===== src/rtl/plot_receiver_pkg.sv =====
// -----------------------------------------------------------------------------
// plot_receiver_pkg
//   Shared definitions for the plot receiver: FSM state enumeration, default
//   screen geometry, frame-buffer address width, the packed FIFO entry layout
//   and the pixel-to-address helper.
//   Macro PLOT_RECEIVER_CLEAR_EN adds the CLEAR state to the enumeration.
// -----------------------------------------------------------------------------
package plot_receiver_pkg;

  localparam int SCREEN_W_DEF = 160;
  localparam int SCREEN_H_DEF = 120;
  localparam int FB_ADDR_W    = 15;

  localparam int X_W   = 8;
  localparam int Y_W   = 7;
  localparam int COL_W = 3;

  // One plot request as held in the FIFO: {x, y, col}, 18 bits.
  typedef struct packed {
    logic [X_W-1:0]   x;
    logic [Y_W-1:0]   y;
    logic [COL_W-1:0] col;
  } plot_entry_t;

  localparam int ENTRY_W = $bits(plot_entry_t);

  typedef enum logic [1:0] {
    ST_IDLE  = 2'd0,
    ST_DRAIN = 2'd1
`ifdef PLOT_RECEIVER_CLEAR_EN
    ,
    ST_CLEAR = 2'd2
`endif
  } state_t;

  // Linear frame address y*screen_w + x. The default 160-pixel width uses the
  // shift-add form 128y + 32y + x; the largest result (19199) fits in 15 bits.
  function automatic logic [FB_ADDR_W-1:0] frame_addr(
    input logic [X_W-1:0] x,
    input logic [Y_W-1:0] y,
    input int             screen_w
  );
    logic [FB_ADDR_W-1:0] x_ext;
    logic [FB_ADDR_W-1:0] y_ext;
    x_ext = FB_ADDR_W'(x);
    y_ext = FB_ADDR_W'(y);
    if (screen_w == 160) begin
      return (y_ext << 7) + (y_ext << 5) + x_ext;
    end else begin
      return FB_ADDR_W'(int'(y) * screen_w + int'(x));
    end
  endfunction

endpackage


===== src/rtl/plot_fifo.sv =====
// -----------------------------------------------------------------------------
// plot_fifo
//   Synchronous FIFO for plot requests. A push is accepted only when the
//   count before the edge is below DEPTH; a pop in the same cycle does not
//   free a slot for that push. Push+pop together leave the count unchanged.
//   Ports:
//     clk, reset          clock, synchronous active-high reset
//     push, push_data     write strobe and entry
//     pop                 read strobe (ignored when empty)
//     pop_data            head entry, valid while !empty
//     full, empty, count  occupancy
// -----------------------------------------------------------------------------
module plot_fifo #(
  parameter int DEPTH = 4,
  parameter int WIDTH = 18
) (
  input  logic                     clk,
  input  logic                     reset,
  input  logic                     push,
  input  logic [WIDTH-1:0]         push_data,
  input  logic                     pop,
  output logic [WIDTH-1:0]         pop_data,
  output logic                     full,
  output logic                     empty,
  output logic [$clog2(DEPTH):0]   count
);

  localparam int PTR_W = $clog2(DEPTH);
  localparam int CNT_W = PTR_W + 1;

  logic [WIDTH-1:0] mem [DEPTH];
  logic [PTR_W-1:0] wr_ptr_q;
  logic [PTR_W-1:0] rd_ptr_q;
  logic [CNT_W-1:0] count_q;
  logic             push_ok;
  logic             pop_ok;

  assign full     = (count_q == CNT_W'(DEPTH));
  assign empty    = (count_q == '0);
  assign count    = count_q;
  assign pop_data = mem[rd_ptr_q];

  assign push_ok = push && !full;
  assign pop_ok  = pop && !empty;

  // NOTE: sequential state uses non-blocking assignments so every flop
  // samples the values from before the edge, independent of block order.
  always_ff @(posedge clk) begin
    if (reset) begin
      wr_ptr_q <= '0;
      rd_ptr_q <= '0;
      count_q  <= '0;
    end else begin
      if (push_ok) wr_ptr_q <= wr_ptr_q + PTR_W'(1);
      if (pop_ok)  rd_ptr_q <= rd_ptr_q + PTR_W'(1);
      case ({push_ok, pop_ok})
        2'b10:   count_q <= count_q + CNT_W'(1);
        2'b01:   count_q <= count_q - CNT_W'(1);
        default: count_q <= count_q;
      endcase
    end
  end

  // NOTE: the storage array has no reset; emptying the FIFO only needs the
  // pointers and count cleared, and a slot is always written before it is read.
  always_ff @(posedge clk) begin
    if (push_ok) mem[wr_ptr_q] <= push_data;
  end

endmodule


===== src/rtl/plot_receiver.sv =====
// -----------------------------------------------------------------------------
// plot_receiver
//   Accepts pixel-plot requests into a small FIFO and drains them into a
//   registered frame-buffer write port. Off-screen requests are dropped and
//   flagged. With macro PLOT_RECEIVER_CLEAR_EN defined, a clear request fills
//   the whole frame with a latched colour; requests that arrive meanwhile wait
//   in the FIFO and are drained afterwards.
//   Ports:
//     clk, reset                 clock, synchronous active-high reset
//     enable                     low holds pops and frame-buffer writes
//     plot_go, x_in, y_in, col_in  plot request (one pixel per high cycle)
//     ready                      FIFO not full
//     clear_go, clear_col        clear request and fill colour (clear build)
//     fb_addr, fb_data, fb_we    registered frame-buffer write port
//     busy                       FIFO non-empty or clear pending/active
//     completed                  one-cycle pulse with the last clear write
//     clip_err, overflow         sticky error flags
// -----------------------------------------------------------------------------
module plot_receiver
  import plot_receiver_pkg::*;
#(
  parameter int SCREEN_W   = SCREEN_W_DEF,
  parameter int SCREEN_H   = SCREEN_H_DEF,
  parameter int FIFO_DEPTH = 4
) (
  input  logic                 clk,
  input  logic                 reset,
  input  logic                 enable,
  input  logic                 plot_go,
  input  logic [X_W-1:0]       x_in,
  input  logic [Y_W-1:0]       y_in,
  input  logic [COL_W-1:0]     col_in,
  output logic                 ready,
  input  logic                 clear_go,
  input  logic [COL_W-1:0]     clear_col,
  output logic [FB_ADDR_W-1:0] fb_addr,
  output logic [COL_W-1:0]     fb_data,
  output logic                 fb_we,
  output logic                 busy,
  output logic                 completed,
  output logic                 clip_err,
  output logic                 overflow
);

  localparam int CNT_W = $clog2(FIFO_DEPTH) + 1;

  state_t             state_q;
  state_t             state_d;
  plot_entry_t        push_entry;
  plot_entry_t        head;
  logic [ENTRY_W-1:0] head_bits;
  logic [CNT_W-1:0]   fifo_count;
  logic               fifo_full;
  logic               fifo_empty;
  logic               fifo_has_data;
  logic               pop;
  logic               head_in_range;

  assign push_entry = '{x: x_in, y: y_in, col: col_in};

  plot_fifo #(
    .DEPTH (FIFO_DEPTH),
    .WIDTH (ENTRY_W)
  ) u_fifo (
    .clk       (clk),
    .reset     (reset),
    .push      (plot_go),
    .push_data (push_entry),
    .pop       (pop),
    .pop_data  (head_bits),
    .full      (fifo_full),
    .empty     (fifo_empty),
    .count     (fifo_count)
  );

  assign head          = head_bits;
  assign fifo_has_data = (fifo_count != '0);
  assign head_in_range = (int'(head.x) < SCREEN_W) && (int'(head.y) < SCREEN_H);
  assign ready         = !fifo_full;

`ifdef PLOT_RECEIVER_CLEAR_EN
  localparam logic [FB_ADDR_W-1:0] LAST_ADDR = FB_ADDR_W'(SCREEN_W * SCREEN_H - 1);

  logic                 pending_q;
  logic [COL_W-1:0]     clr_col_q;
  logic [FB_ADDR_W-1:0] clr_cnt_q;
  logic                 completed_q;
  logic                 clr_write;
  logic                 clr_last;

  assign completed = completed_q;
  assign busy      = !fifo_empty || pending_q || (state_q == ST_CLEAR);
`else
  logic unused_clear_inputs;
  assign unused_clear_inputs = ^{clear_go, clear_col};
  assign completed           = 1'b0;
  assign busy                = !fifo_empty;
`endif

  // ---------------------------------------------------------------------------
  // Next-state logic. The pop that starts a drain is issued in the same IDLE
  // cycle that decides to enter DRAIN, so a request reaches fb_we two cycles
  // after its plot_go.
  // ---------------------------------------------------------------------------
  // NOTE: every signal driven here gets a default first, so no path through
  // the case leaves one unassigned and no latch is inferred.
  always_comb begin
    state_d = state_q;
    pop     = 1'b0;
`ifdef PLOT_RECEIVER_CLEAR_EN
    clr_write = 1'b0;
    clr_last  = 1'b0;
`endif
    case (state_q)
      ST_IDLE: begin
        if (enable) begin
`ifdef PLOT_RECEIVER_CLEAR_EN
          // A pending clear wins over queued plots.
          if (pending_q) begin
            state_d = ST_CLEAR;
          end else if (fifo_has_data) begin
            state_d = ST_DRAIN;
            pop     = 1'b1;
          end
`else
          if (fifo_has_data) begin
            state_d = ST_DRAIN;
            pop     = 1'b1;
          end
`endif
        end
      end
      ST_DRAIN: begin
        if (enable) begin
          if (fifo_has_data) pop = 1'b1;
          else               state_d = ST_IDLE;
        end
      end
`ifdef PLOT_RECEIVER_CLEAR_EN
      ST_CLEAR: begin
        if (enable) begin
          clr_write = 1'b1;
          if (clr_cnt_q == LAST_ADDR) begin
            clr_last = 1'b1;
            state_d  = ST_IDLE;
          end
        end
      end
`endif
      default: state_d = ST_IDLE;
    endcase
  end

  // ---------------------------------------------------------------------------
  // State register, write port and sticky flags.
  // ---------------------------------------------------------------------------
  always_ff @(posedge clk) begin
    if (reset) begin
      state_q  <= ST_IDLE;
      fb_we    <= 1'b0;
      fb_addr  <= '0;
      fb_data  <= '0;
      clip_err <= 1'b0;
      overflow <= 1'b0;
    end else begin
      state_q <= state_d;
      fb_we   <= 1'b0;
      if (pop) begin
        if (head_in_range) begin
          fb_we   <= 1'b1;
          fb_addr <= frame_addr(head.x, head.y, SCREEN_W);
          fb_data <= head.col;
        end else begin
          clip_err <= 1'b1;
        end
      end
`ifdef PLOT_RECEIVER_CLEAR_EN
      if (clr_write) begin
        fb_we   <= 1'b1;
        fb_addr <= clr_cnt_q;
        fb_data <= clr_col_q;
      end
`endif
      if (plot_go && fifo_full) overflow <= 1'b1;
    end
  end

`ifdef PLOT_RECEIVER_CLEAR_EN
  // ---------------------------------------------------------------------------
  // Clear engine: pending flag, latched colour and address counter. A new
  // clear_go is ignored while a clear is pending or running.
  // ---------------------------------------------------------------------------
  always_ff @(posedge clk) begin
    if (reset) begin
      pending_q   <= 1'b0;
      clr_col_q   <= '0;
      clr_cnt_q   <= '0;
      completed_q <= 1'b0;
    end else begin
      completed_q <= clr_last;
      if (clr_write) begin
        clr_cnt_q <= clr_last ? '0 : clr_cnt_q + FB_ADDR_W'(1);
      end
      if (state_q == ST_IDLE && state_d == ST_CLEAR) begin
        pending_q <= 1'b0;
      end else if (clear_go && !pending_q && state_q != ST_CLEAR) begin
        pending_q <= 1'b1;
        clr_col_q <= clear_col;
      end
    end
  end
`endif

endmodule


===== config.mk =====
export PLATFORM = sky130hd
export DESIGN_NAME = plot_receiver
export DESIGN_NICKNAME = d
export VERILOG_FILES = /design/src/rtl/plot_receiver_pkg.sv /design/src/rtl/plot_fifo.sv /design/src/rtl/plot_receiver.sv
export SDC_FILE = /design/constraint.sdc
export NUM_CORES = 1
export LEC_CHECK = 0
export BUFFER_PORTS_ARGS = -buffer_cell sky130_fd_sc_hd__buf_2
export CAP_MARGIN = 40
export CORE_ASPECT_RATIO = 2
export CORE_UTILIZATION = 30
export CTS_CLUSTER_DIAMETER = 100
export DETAILED_ROUTE_END_ITERATION = 6
export GPL_TIMING_DRIVEN = 0
export PLACE_DENSITY = 0.53
export SYNTH_ARGS = -nofsm -noshare
export SYNTH_HDL_FRONTEND = slang
export SYNTH_SLANG_ARGS = --single-unit
export TNS_END_PERCENT = 10

===== constraint.sdc =====
create_clock -name clk -period 3.25 [get_ports clk]
set_clock_uncertainty 0.05 [all_clocks]
set_input_delay 0.325 -clock clk [delete_from_list [all_inputs] [get_ports clk]]
set_output_delay 0.325 -clock clk [all_outputs]
set_load 0.01 [all_outputs]

==> results of run 1 <==
[final cells by class]
cell class / count / area, sq um / area share (%)
Sequential cell: 102 / 2770 / 54.8
Multi-Input combinational cell: 136 / 1330 / 26.2
Timing Repair Buffer: 52 / 360 / 7.13
Clock buffer: 10 / 229 / 4.53
Tap cell: 155 / 194 / 3.84
Buffer: 10 / 82.6 / 1.63
Clock inverter: 6 / 53.8 / 1.06
Inverter: 10 / 37.5 / 0.743
Antenna cell: 1 / 2.50 / 0.0495
[how the worst min path moves through the flow]
| stage | startpoint | to | slack (ns) | cells after the start |
|---|---|---|---|---|
| 2_1_floorplan | reset | fb_we | 0.36 | 1 |
| 5_1_grt | y_in[3] | u_fifo.mem[0][6] | 0.14 | 1 |
| 4_1_cts | y_in[3] | u_fifo.mem[0][6] | 0.14 | 1 |
| 3_3_place_gp | fb_addr[14] | fb_addr[14] | 0.39 | 2 |
| 6_report | y_in[3] | u_fifo.mem[3][6] | 0.14 | 1 |
| 3_5_place_dp | clip_err | clip_err | 0.40 | 2 |
[cell usage after synthesis, types with 3 or more instances]
master     n  share of area [%]
edfxtp_1  72                 52
dfxtp_1   30                 14
nor2_1    25                2.2
ha_1      18                5.4
mux4_2    18                9.7
mux2i_1   13                3.1
inv_1     10               0.90
a21oi_1    7               0.84
and3_1     6               0.90
clkbuf_1   6               0.54
nand2_1    6               0.54
xor2_1     6                1.3
xnor2_1    4               0.84
a211oi_1   3               0.54
fa_1       3                1.4
nand3b_1   3               0.54
[cell families (layout without fill, tap and decap cells)]
group                      after synthesis  in the layout  share of synthesized area [%]
DFF                                    102            102                           66.2
and+or+nand+nor                         49             49                           5.70
other                                    1              2                         0.0899
muxes                                   31             31                           12.8
AOI/OAI and AO/OA                       24             24                           3.90
buffers and inverters                   21             88                           2.31
xor gates and xnor gates                10             10                           2.10
adders and majority gates               21             21                           6.84
[flip-flops by register name (all words and copies together), names as in the netlist, named ones only]
signal,count
u_fifo.mem,72
fb_addr,15
fb_data,3
u_fifo.count,3
u_fifo.rd_ptr_q,2
u_fifo.wr_ptr_q,2
clip_err,1
fb_we,1
overflow,1
[per-layer routing]
metal	share of wire, %	GRT usage (%)	vias up	wire length (um)
met4	2.0	5.87	0	159
li1	-	-	1098	-
met5	0	0	-	0
met1	37	12.1	1123	2900
met2	57	22.0	42	4490
met3	3.4	2.49	9	264
[repair_timing]
action,CTS,global route
setup buffers,0,4
pin swaps,0,1
setup endpoints to repair,6,3
resized for setup,9,5
[power groups by stage]
stage,combinational (W),sequential [W],clock [W]
5_1_grt,0.00196,0.00171,0.00108
6_report,0.00175,0.00169,0.00101
4_1_cts,0.00174,0.00169,0.00104
2_1_floorplan,0.00119,0.00173,0
3_5_place_dp,0.00168,0.00171,0
3_3_place_gp,0.00161,0.00170,0
[metrics by stage]
step	cell area, sq um	power (W)
finish	5050	0.00445
floorplan	4180	0.00291
CTS	5010	0.00447
global route	5050	0.00476
detailed placement	4700	0.00339
global placement	4590	0.00331
==> metrics, run 1 <==
outcome=finished, final reports clean; RSZ-0062 raised after global routing=false; Core Rows=60; R2R cell count=12; Fill cells=1300; Via-to-Cell Ratio=about 4.7; GRT overflow=0; CTS H-tree depth=3; Setup CP Type=reg2reg; P&R area growth vs syn=21.1%; Final ANT Viol Nets=0; crit-path max FO=8; core box area=0.0135 sq mm; CTS tree=built; register area share after synthesis=approximately two thirds; input/output buffers=between 40 and 50; Place WS=-0.477 ns; most common cell after layout, fill and taps aside=edfxtp_1; # hold bufs at CTS=0; final setup TNS=0 ns; die area=0.0144 sq mm; Clock Latency Late Sink=between 0.3 and 0.4 ns; Remaining DRCs=0; vias=between 2000 and 2500; Max stage delay cell, worst path=mux4_2; net count after synthesis=306; All-Layer GR Usage=11.7%; Chip Height=169 um; Rel. slew slack=approximately three fifths; CTS buffer count=9; GP Congestion=between 0.7 and 0.8; initial antenna violation count=1; clock power share=between 20% and 30%; layout cells sized above 1=30.4%; most frequent cells in the layout=72 x edfxtp_1, 45 x buf_2, 28 x dfxtp_1; Synth async-reset ratio=0%; vias in the first global route=2376; PwrDens=881 mW/mm^2; Logic pwr share=between 30 and 40%; Crit path arrival time=3.28 ns; final hold slack=0.145 ns; Flop pwr share=around 38%; critical path depth in cells=12; RR Endpoint=fb_addr[13]; FF+latch count, synth=102; final period utilization=95.2%; DR iter-0 viols=86; Net Sw Frac=33.2%; delay of the slowest critical-path stage=0.53 ns; drt first pass iters=4; mean cell area of the mapped netlist=~16 sq um; Internal=~0.0030 W; most frequent CP cell=buf_12; Post-DP HPWL=~5700 um; largest net degree at the start of global routing=20; CTS Buffer Depth=2; flop-to-flop setup slack=~0.16 ns; final setup fails=0; CTS sink cnt=102; Peak Freq=323 MHz; Layout Utilization=37.4%; class of the worst hold path=in2reg; Final Hold Vio Count=0; net switching power=roughly 0.0015 W; yosys warns=0; Post-Place Cells=between 400 and 500; Post-Layout Cell Count=between 400 and 500; Lkg Pwr=1.97 nW; final WL=7810 um; Starting Density=30.9%; Distinct cells, synth=37; # IOs=50; Max VDD drop=0.295 mV; CP Launch Type=register; family with the most delay on the worst path=compound AO/OA/AOI/OAI gates; synthesized instance count=259; first-pass GRT wire length=12300 um; Cell Area, Synth=0.00417 sq mm; top_reg_cell synth=edfxtp_1; Critical Path End Type=register; Worst-path clk slew=0.07 ns; critical path cell sequence=buf_12 > buf_12 > mux4_2 > inv_1 > fa_1 > inv_2 > ha_1 > a211oi_2 > nor2_1 > a221oi_2 > xnor2_1 > a22o_1; fin nets=368; Tmin final=3.09 ns; Die Wd=85.4 um; CP Buf/Inv Count=4; Worst Setup EP=fb_addr[13]; worst setup margin=0.156 ns; Avg WL per Cell=16.2 um; CP required=3.43 ns; Max-cap violations=0; slew at the pin with the worst max-slew slack=between 0.6 and 0.7 ns; EDFF count, synth=between 70 and 80; Clock Root Buffer=clkbuf_16; max-slew violation count=0
No activity file was read; power rests on OpenSTA's default activity.
==> run 2: changes to the inputs <==
SYNTH_HIERARCHICAL = 1   (was default)
==> metrics, run 2 <==
worst setup margin=0.173 ns; Place WS=0.0295 ns; n_diodes=0; PwrDens=718 mW/mm^2; Final ANT Viol Nets=0; net count after synthesis=between 300 and 400; cell taking the most area after synthesis=edfxtp_1; most common cell after layout, fill and taps aside=edfxtp_1; largest net degree at the start of global routing=19; CTS tree=built; worst hold path startpoint=x_in[5]; final period utilization=94.7%; Clock Latency Late Sink=between 0.3 and 0.4 ns; Core Rows=61; EDFF count, synth=72; post-synth top area share=50.4%; Setup CP Type=reg2reg; Clock Root Buffer=clkbuf_16; register name with the most flops=u_fifo/mem; synthesized instance count=285; Die Wd=86.6 um; Distinct cells, synth=46; Tmin final=3.08 ns; delay of the slowest critical-path stage=0.60 ns; outcome=finished, final reports clean; RSZ-0062 raised after global routing=false; Max VDD drop=about 0.26 mV; Via-to-Cell Ratio=~4.5; Net Sw Frac=30.2%; # IOs=50; final setup fails=0; drt first pass iters=4; CP Launch Type=register; final hold slack=between 0.1 and 0.15 ns; critical path depth in cells=11; max-slew violation count=0; layout cells sized above 1=between 20% and 30%; die area=~0.015 sq mm; CTS buffer count=9; CP Buf/Inv Count=3; All-Layer GR Usage=12.0%; DR iter-0 viols=96; fin nets=397; Post-DP HPWL=5890 um; Worst-path clk slew=~0.070 ns; top-count cell post-synth=edfxtp_1; Flop pwr share=between 40% and 50%; FF+latch count, synth=between 100 and 150; GP Congestion=0.745; CTS H-tree depth=3; final setup TNS=0 ns; top_reg_cell synth=edfxtp_1; crit-path max FO=7; Synth async-reset ratio=0%; Internal=0.00258 W; core box area=0.0140 sq mm; Crit path arrival time=3.29 ns; most frequent cells in the layout=72 x edfxtp_1, 47 x buf_2, 30 x dfxtp_1; first-pass GRT wire length=12800 um; Critical Path End Type=register; Starting Density=30.7%; vias in the first global route=2461; net switching power=0.00111 W; Max-cap violations=0; vias=2433; family with the most delay on the worst path=compound AO/OA/AOI/OAI gates; synth cell count leaders=72 x edfxtp_1, 30 x dfxtp_1, 27 x nand2_1, 23 x a21oi_1, 18 x ha_1; final WL=8150 um; CP required=3.46 ns; Final Hold Vio Count=0; mean cell area of the mapped netlist=around 15 sq um; Logic pwr share=29.5%; Rel. slew slack=59.8%; class of the worst hold path=in2reg; Max stage delay cell, worst path=mux4_1; number of flip-flops in the largest register=72; flop-to-flop setup slack=approximately 0.17 ns; Lkg Pwr=1.91 nW; # hold bufs at CTS=0; biggest regs=u_fifo/mem: 72 flops, fb_addr: 15 flops; Hold Path Depth=1; register area share after synthesis=approximately 64%; Avg WL per Cell=15.0 um; synth top area cells=edfxtp_1 50%, dfxtp_1 14%, ha_1 5.2%; initial antenna violation count=0; WHS Endpoint=u_fifo/mem[3][15]; Cell Area, Synth=0.00429 sq mm; CTS sink cnt=102; Peak Freq=around 320 MHz; slew at the pin with the worst max-slew slack=0.603 ns; yosys warns=6; critical path cell sequence=buf_6 > mux4_1 > inv_1 > fa_1 > inv_1 > ha_1 > a211oi_1 > o21ai_1 > o31a_1 > xnor2_1 > a211oi_2; R2R cell count=11; Chip Height=171 um; most frequent CP cell=inv_1; input/output buffers=44; Remaining DRCs=0; clock power share=a little over a quarter; RR Endpoint=fb_addr[13]; P&R area growth vs syn=19.9%; GRT overflow=0; CTS Buffer Depth=2
## run 2: cell types whose count changed in the layout (fill, tap and decap cells not counted), sizes merged, moves of 3 or more
| cell | previous run | this run |
|---|---|---|
| mux2i | 13 | 1 |
| nand2 | 6 | 27 |
| o31a | 0 | 3 |
| o21ai | 3 | 6 |
| and3 | 6 | 1 |
| buf | 58 | 64 |
| a21oi | 7 | 23 |
| inv | 13 | 20 |
| nor2 | 25 | 14 |
## run 2: worst max path at each step
stage	from	end	slack [ns]
2_1_floorplan	register	fb_addr[13]	0.35
3_3_place_gp	register	fb_addr[14]	0.05
3_5_place_dp	register	fb_addr[14]	0.03
4_1_cts	register	fb_addr[14]	0.01
5_1_grt	register	fb_addr[13]	0.003
6_report	register	fb_addr[13]	0.17
## run 2: area by class of cell
type / instances / area [sq um]
Buffer: 12 / 98.8
Multi-Input combinational cell: 154 / 1360
Sequential cell: 102 / 2760
Inverter: 17 / 63.8
Tap cell: 189 / 236
Clock buffer: 10 / 229
Timing Repair Buffer: 54 / 338
Clock inverter: 6 / 51.3
Fill cell: 1317 / 8820
## run 2: through the flow
step / utilization [%] / cells / power [W] / instance area [sq um]
after global routing: 36.8 / 544 / 0.00392 / 5140
after detailed placement: 34.5 / 522 / 0.00269 / 4820
after global placement: 34.0 / 518 / 0.00266 / 4750
after floorplan: - / 285 / 0.00240 / 4290
after CTS: 36.5 / 538 / 0.00371 / 5100
final: 36.8 / 544 / 0.00369 / 5140
## run 2: metal layers
metal  wire (um)  up-vias  share of wire [%]  GRT usage, %
li1            -     1183                  -             -
met1        3040     1197                 37          12.1
met2        4640       44                 57          22.5
met3         256        9                3.1          2.80
met4         210        0                2.6          5.94
met5           0        -                  0             0
## run 2: cell families after synthesis
kind of cell	count (synthesis)	synth area share (%)
and+or+nand+nor	63	7.15
AOI/OAI and AO/OA	44	6.39
other	1	0.0874
xor gates and xnor gates	6	1.22
adders and majority gates	21	6.65
muxes	19	10.4
DFF	102	64.4
buffers and inverters	29	3.73
## run 2: power by group through the flow
stage	clock network, W	registers, W	logic (W)
3_3_place_gp	0	0.00162	0.00104
6_report	0.00101	0.00160	0.00109
3_5_place_dp	0	0.00163	0.00107
2_1_floorplan	0	0.00164	0.000761
5_1_grt	0.00109	0.00161	0.00121
4_1_cts	0.00104	0.00160	0.00108
## run 2: what timing repair did
action,CTS,global route
setup buffers,0,6
setup endpoints to repair,0,3
gates resized for setup,0,5
